==> config.mk <==
export PLATFORM = sky130hd
export DESIGN_NAME = gray_step_monitor
export DESIGN_NICKNAME = d
export VERILOG_FILES = /design/src/rtl/gray_step_monitor.sv
export SDC_FILE = /design/constraint.sdc
export NUM_CORES = 1
export LEC_CHECK = 0
export ABC_AREA = 0
export CORE_MARGIN = 5
export CORE_UTILIZATION = 52
export DETAILED_ROUTE_END_ITERATION = 12
export PLACE_DENSITY = 0.83
export REMOVE_ABC_BUFFERS = 1
export SYNTH_ARGS = -nofsm -noshare
export SYNTH_HDL_FRONTEND = slang
export SYNTH_SLANG_ARGS = --single-unit
==> constraint.sdc <==
create_clock -name clk -period 7 [get_ports clk]
set_clock_uncertainty 0.1 [all_clocks]
set_input_delay 1.05 -clock clk [delete_from_list [all_inputs] [get_ports clk]]
set_output_delay 1.05 -clock clk [all_outputs]
set_load 0.01 [all_outputs]
==> src/rtl/gray_step_monitor.sv <==
// Gray-code step monitor: registers and decodes Gray samples, classifies each step, counts illegal jumps.
// Optional signed position counter on pos_cnt when GRAY_MON_POS_EN is defined.
module gray_step_monitor #(
   parameter int unsigned WIDTH     = 4,
   parameter int unsigned ERR_CNT_W = 8
) (
   input  logic                 clk,
   input  logic                 rst,
   input  logic                 enb,
   input  logic                 in_valid,
   input  logic [WIDTH-1:0]     in_gray,
   output logic                 out_valid,
   output logic [WIDTH-1:0]     out_bin,
   output logic                 step_up,
   output logic                 step_dn,
   output logic                 step_err,
   output logic [ERR_CNT_W-1:0] err_cnt,
   output logic                 locked
`ifdef GRAY_MON_POS_EN
   ,output logic signed [15:0]  pos_cnt
`endif
);

   typedef enum logic {UNLOCKED, LOCKED} state_t;

   state_t               state, state_nxt;
   logic [WIDTH-1:0]     prev, prev_nxt;
   logic [WIDTH-1:0]     bin, delta;
   logic [WIDTH-1:0]     out_bin_nxt;
   logic                 out_valid_nxt, up_nxt, dn_nxt, err_nxt;
   logic [ERR_CNT_W-1:0] err_cnt_nxt;
`ifdef GRAY_MON_POS_EN
   logic signed [15:0]   pos_nxt;
`endif

   always_comb begin
      bin = '0;
      bin[WIDTH-1] = in_gray[WIDTH-1];
      // Walk from MSB towards LSB: each binary bit folds in the one above it.
      for (int unsigned i = 1; i < WIDTH; i++) begin
         bin[WIDTH-1-i] = bin[WIDTH-i] ^ in_gray[WIDTH-1-i];
      end
   end

   assign delta = bin - prev;

   always_comb begin
      state_nxt     = state;
      prev_nxt      = prev;
      out_bin_nxt   = out_bin;
      out_valid_nxt = 1'b0;
      up_nxt        = 1'b0;
      dn_nxt        = 1'b0;
      err_nxt       = 1'b0;
      err_cnt_nxt   = err_cnt;
`ifdef GRAY_MON_POS_EN
      pos_nxt       = pos_cnt;
`endif
      if (!enb) begin
         state_nxt   = UNLOCKED;
         out_bin_nxt = '0;
      end else if (in_valid) begin
         out_valid_nxt = 1'b1;
         out_bin_nxt   = bin;
         prev_nxt      = bin;
         if (state == UNLOCKED) begin
            state_nxt = LOCKED;
         end else if (delta == '0) begin
            up_nxt = 1'b0;
         end else if (delta == {{(WIDTH-1){1'b0}}, 1'b1}) begin
            up_nxt = 1'b1;
`ifdef GRAY_MON_POS_EN
            pos_nxt = pos_cnt + 16'sd1;
`endif
         end else if (delta == '1) begin
            dn_nxt = 1'b1;
`ifdef GRAY_MON_POS_EN
            pos_nxt = pos_cnt - 16'sd1;
`endif
         end else begin
            err_nxt = 1'b1;
            if (err_cnt != '1) err_cnt_nxt = err_cnt + 1'b1;
         end
      end
   end

   always_ff @(posedge clk) begin
      if (rst) begin
         state     <= UNLOCKED;
         prev      <= '0;
         out_valid <= 1'b0;
         out_bin   <= '0;
         step_up   <= 1'b0;
         step_dn   <= 1'b0;
         step_err  <= 1'b0;
         err_cnt   <= '0;
`ifdef GRAY_MON_POS_EN
         pos_cnt   <= '0;
`endif
      end else begin
         state     <= state_nxt;
         prev      <= prev_nxt;
         out_valid <= out_valid_nxt;
         out_bin   <= out_bin_nxt;
         step_up   <= up_nxt;
         step_dn   <= dn_nxt;
         step_err  <= err_nxt;
         err_cnt   <= err_cnt_nxt;
`ifdef GRAY_MON_POS_EN
         pos_cnt   <= pos_nxt;
`endif
      end
   end

   assign locked = (state == LOCKED);

endmodule

==> Word-level counts from Yosys, hierarchy flattened <==
Index checks and enable logic that the tools add are counted.
{ "word_totals": {"ff_bits": 21, "latchBits": 0, "ram_bits": 0, "mem_bits_ro": 0, "input_bits": 8, "n_memories": 0} }
{ "classes": {"add_sub_neg": 2, "n_mul": 0, "n_div": 0, "n_lt_le_gt_ge": 0, "eq_ne": 3, "n_shift": 0, "n_mux": 4, "bitwise_logic": 9, "n_reduce_logical": 6} }
{ "ops": {"columns": ["cell", "count"], "rows": [
  ["$add 8x1->8 const B", 1],
  ["$ne 8x8->1 const B", 1],
  ["$reduce_and 7->1", 1],
  ["$not 1->1", 6],
  ["$reduce_or 6->1", 1],
  ["$reduce_or 5->1", 1],
  ["$eq 4x1->1 const B", 1],
  ["$eq 4x4->1 const B", 1],
  ["$logic_not 4->1", 1],
  ["$mux 1", 4],
  ["$sub 4x4->4", 1],
  ["$xor 1x1->1", 3],
  ["$reduce_and 2->1", 1],
  ["$reduce_or 2->1", 1]
]} }

==> Logic depth before layout (Yosys ltp) <==
{ "logic_depth": {"word_depth": 7, "mapped_depth": 12, "ltp_nobuf": 11} }

==> Worst setup path before layout <==
OpenSTA, ideal clock, no wires.
{ "synth_timing": {"kind": "input-to-reg", "from": "input port in_gray[3]", "to": "register err_cnt[3]", "t_arrival_ns": 3.566, "required_time_ns": 6.779, "path_slack_ns": 3.213, "cell_stages": 12, "path_cell_list": "xnor2_1 > xor2_1 > inv_1 > xnor2_1 > ha_1 > fa_1 > xor2_1 > nor2_1 > and4b_4 > buf_6 > nor4b_2 > mux2_2"} }
{ "synth_via": {"elab_chain_cells": 7} }
{ "synth_lines": {"columns": ["element", "line_no", "source"], "rows": [
  ["start: declaration", "11", "input logic [WIDTH-1:0] in_gray,"],
  ["$xor 1x1->1 (*) (2 in a row)", "41", "bin[WIDTH-1-i] = bin[WIDTH-i] ^ in_gray[WIDTH-1-i];"],
  ["net bin[1]", "28", "logic [WIDTH-1:0] bin, delta;"],
  ["$xor 1x1->1", "41", null],
  ["$sub 4x4->4 (*)", "45", "assign delta = bin - prev;"],
  ["$eq 4x4->1 (tied with other cells)", "75", "end else if (delta == '1) begin"],
  ["$not 1->1 (no source line)", null, null],
  ["$reduce_and 7->1 (no source line) (*)", null, null],
  ["end signal: assignment", "108", "err_cnt <= err_cnt_nxt;"],
  ["end: declaration", "17", "output logic [ERR_CNT_W-1:0] err_cnt,"]
]} }
Mark *: on every way through the listed nets, which the timed path passes. The rest lies on a longest branch.
A chain may end at the register's enable or synchronous reset.

==> Worst setup path after layout <==
{ "layout_timing": {"from": "input port in_gray[3]", "to": "register err_cnt[2]"} }
The elaborated chain is that of the path after synthesis.

==> flow_summary.yaml <==
logic_synthesis:
  synth_cell_type_count: 36
  syn_inst: 119
  synth_largest_area_cell: "dfxtp_1"
  avgSynthCellArea_um2: 9.09
  synth-async-reset-ratio_pct: 0
  ys_warn_count: 0
  synth_edf_count: 0
  syn_area_um2: 1080
  synth_seq_area_share_pct: 38.8
  synthTopCellsByCount: "dfxtp_1 (21), nor2_1 (16), nand2_1 (10)"
  ys.flop_type: "dfxtp_1"
  ys_seq_elements: 21
  yosysMostFrequentCell: "dfxtp_1"
  netlist.area_leader.share_pct: 38.8
  synth.area.top_cells: "dfxtp_1 (39%), nor2_1 (5.5%), mux2_2 (5.2%)"
floorplan:
  io_pins: 25
  initial_utilization_pct: 54.6
  die_area_um2: 3090
  num_rows: 16
  dieWidth_um: 55.6
  core_um2: 1980
  die_y_um: 55.6
placement:
  place_inst: 165
  hpwl_mm: 1.80
  post_dp_cell_area_um2: 1320
  finalWeightedCongestion: 0.837
  port_buffers: 24
  preCtsSetupSlack_ns: 2.48
global_routing:
  grt_usage_pct: 15.2
  grt_max_degree: 21
  grt_pass1_wl_mm: 3.87
  globalRouteOverflowTotal: 0
  antenna_found_initial: 0
  grt_pass1_vias: 881
sta:
  holdWs_ns: 0.388
  finalCritPeriodShare_pct: 60.1
  worstMarginPinSlew_ns: 0.667
  clock.fmax_ghz: 0.238
  slew_violations: 0
  min_period_ns: 4.21
  fin_ws_ns: 2.79
  finalSetupViolCount: 0
  hold_viol: 0
  rsz0062_at_grt: "false"
  timing.setup.tns_ns: 0
  slew_headroom_pct: 55.4
drt:
  drc: 0
  first_pass_iters: 4
  drt-total-wl_mm: 2.28
  avgViaCountPerCell: 5.36
  ant_nets: 0
  vias: 905
  drtIter0Drc: 27
  wl_per_cell_um: 13.5
setup_path:
  cp_max_fo: 10
  crit_arrival_ns: 4.32
  r2r_setup_slack_ns: 4.68
  cp.required_ns: 7.11
  crit_path_end_kind: "flip-flop"
  path_class: "in2reg"
  start_kind: "primary input"
pwr:
  ir_drop_mv: 0.121
  power_mw: 0.236
  p_sw_mw: 0.0680
  clkPwrFrac_pct: 24.2
  internal_power_mw: 0.168
  powerDensity_nw_per_um2: 175
  switching_share_pct: 28.9
  p_comb_share_pct: 22.7
  power_leakage_nw: 0.512
  pwr-share-seq_pct: 53.1
clock_tree:
  cts_root_buf: "clkbuf_4"
  clk_latency_ns: 0.29
  cts_tree: "done"
  post_cts_buffers: 0
  cts_buffers: 3
  path_clk_slew_ns: 0.11
  cts_resized: 0
  cts.path.max_buffers: 2
  ctsHtreeMaxLevel: 1
  clock-sinks: 21
  cts_hold_buf: 0
cells_and_area:
  nets: 156
  drive_above_1_share_pct: 10.6
  fillers: 150
  final_area_um2: 1350
  multi_input_comb_area_um2: 613
  instances_no_fill: 169
  register_area_um2: 420
  synthToLayoutAreaGrowth_pct: 24.6
  antenna_cells: 0
  post-route-util_pct: 68.1
run:
  maxCapViolCount: 0
outcome:
  status: "finished, final reports clean"
hold_path:
  hp-class: "reg2reg"
[cells in the final DEF, fill, tap and decap left out]
cell type and instances:
and4b_4 1, nand3_1 3, nand4_1 3, nor3_1 5
nor2_1 16, and2_1 1, a211oi_1 4, ha_1 4
dfxtp_1 21, a21o_2 1, nor3b_2 1, nor4_1 1
mux2i_1 3, nand3_2 1, clkdlybuf4s50_1 24, o211a_1 1
nand3b_1 1, and2_2 1, nand2b_1 3, o31ai_1 2
mux2_2 5, xnor2_1 2, a21oi_2 1, clkbuf_1 1
xor2_1 3, a21oi_1 5, or4_1 2, nor2b_1 5
nor4b_2 1, and3_1 1, nand2_1 10, fa_1 1
clkbuf_4 3, inv_1 4, and4_1 1
[logic make-up (layout without fill, tap and decap cells)]
family	after synthesis	in the layout	share of synthesized area (%)
AOI/OAI and AO/OA	14	14	9.02
xor gates and xnor gates	5	5	4.05
adders and majority gates	5	5	6.47
buffers and inverters	9	32	4.51
DFF	21	21	38.8
muxes	8	8	7.98
and+or+nand+nor	57	57	29.1
[power groups by stage]
| stage | Clock (mW) | Combinational (mW) | Sequential, mW |
|---|---|---|---|
| finish | 0.0570 | 0.0536 | 0.125 |
| global placement | 0 | 0.0503 | 0.128 |
| floorplan | 0 | 0.0343 | 0.128 |
| CTS | 0.0588 | 0.0530 | 0.125 |
| global route | 0.0647 | 0.0595 | 0.126 |
| detailed placement | 0 | 0.0528 | 0.128 |
[state kept, by name, summed over array words and instances (netlist names)]
signal	count
step_err	1
prev	4
err_cnt	8
step_dn	1
step_up	1
locked	1
out_valid	1
out_bin	4
[cell type report]
type / count / share of cell area [%]
Clock buffer: 4 / 1.95
Multi-Input combinational cell: 89 / 45.5
Timing Repair Buffer: 24 / 17.8
Sequential cell: 21 / 31.2
Tap cell: 27 / 2.50
Inverter: 4 / 1.11
[worst paths after layout]
| kind | start | endpoint | cells past startpoint |
|---|---|---|---|
| setup / recovery | in_gray[3] | err_cnt[2] | 12 |
| setup reg to reg | prev[0] | err_cnt[2] | 7 |
| hold reg to reg | out_bin[0] | out_bin[0] | 2 |
| hold / removal | out_bin[0] | out_bin[0] | 2 |
[per-layer routing]
layer  global-route usage (%)  share of wire, %  vias up
met5                        0                 0        -
met4                     5.21              0.66        0
li1                         -                 -      461
met1                     20.1                46      424
met3                     2.55               3.9        2
met2                     25.0                49       18
[critical path: stages]
cell             delay, ns
clkdlybuf4s50_1       0.49
xnor2_1               0.36
xor2_1                0.28
inv_1                 0.16
xnor2_1               0.19
ha_1                  0.22
fa_1                  0.38
xor2_1                0.18
nor2_1                0.08
and4b_4               0.25
or4_1                 0.49
a21oi_1               0.19
No activity file was read; power rests on OpenSTA's default activity.
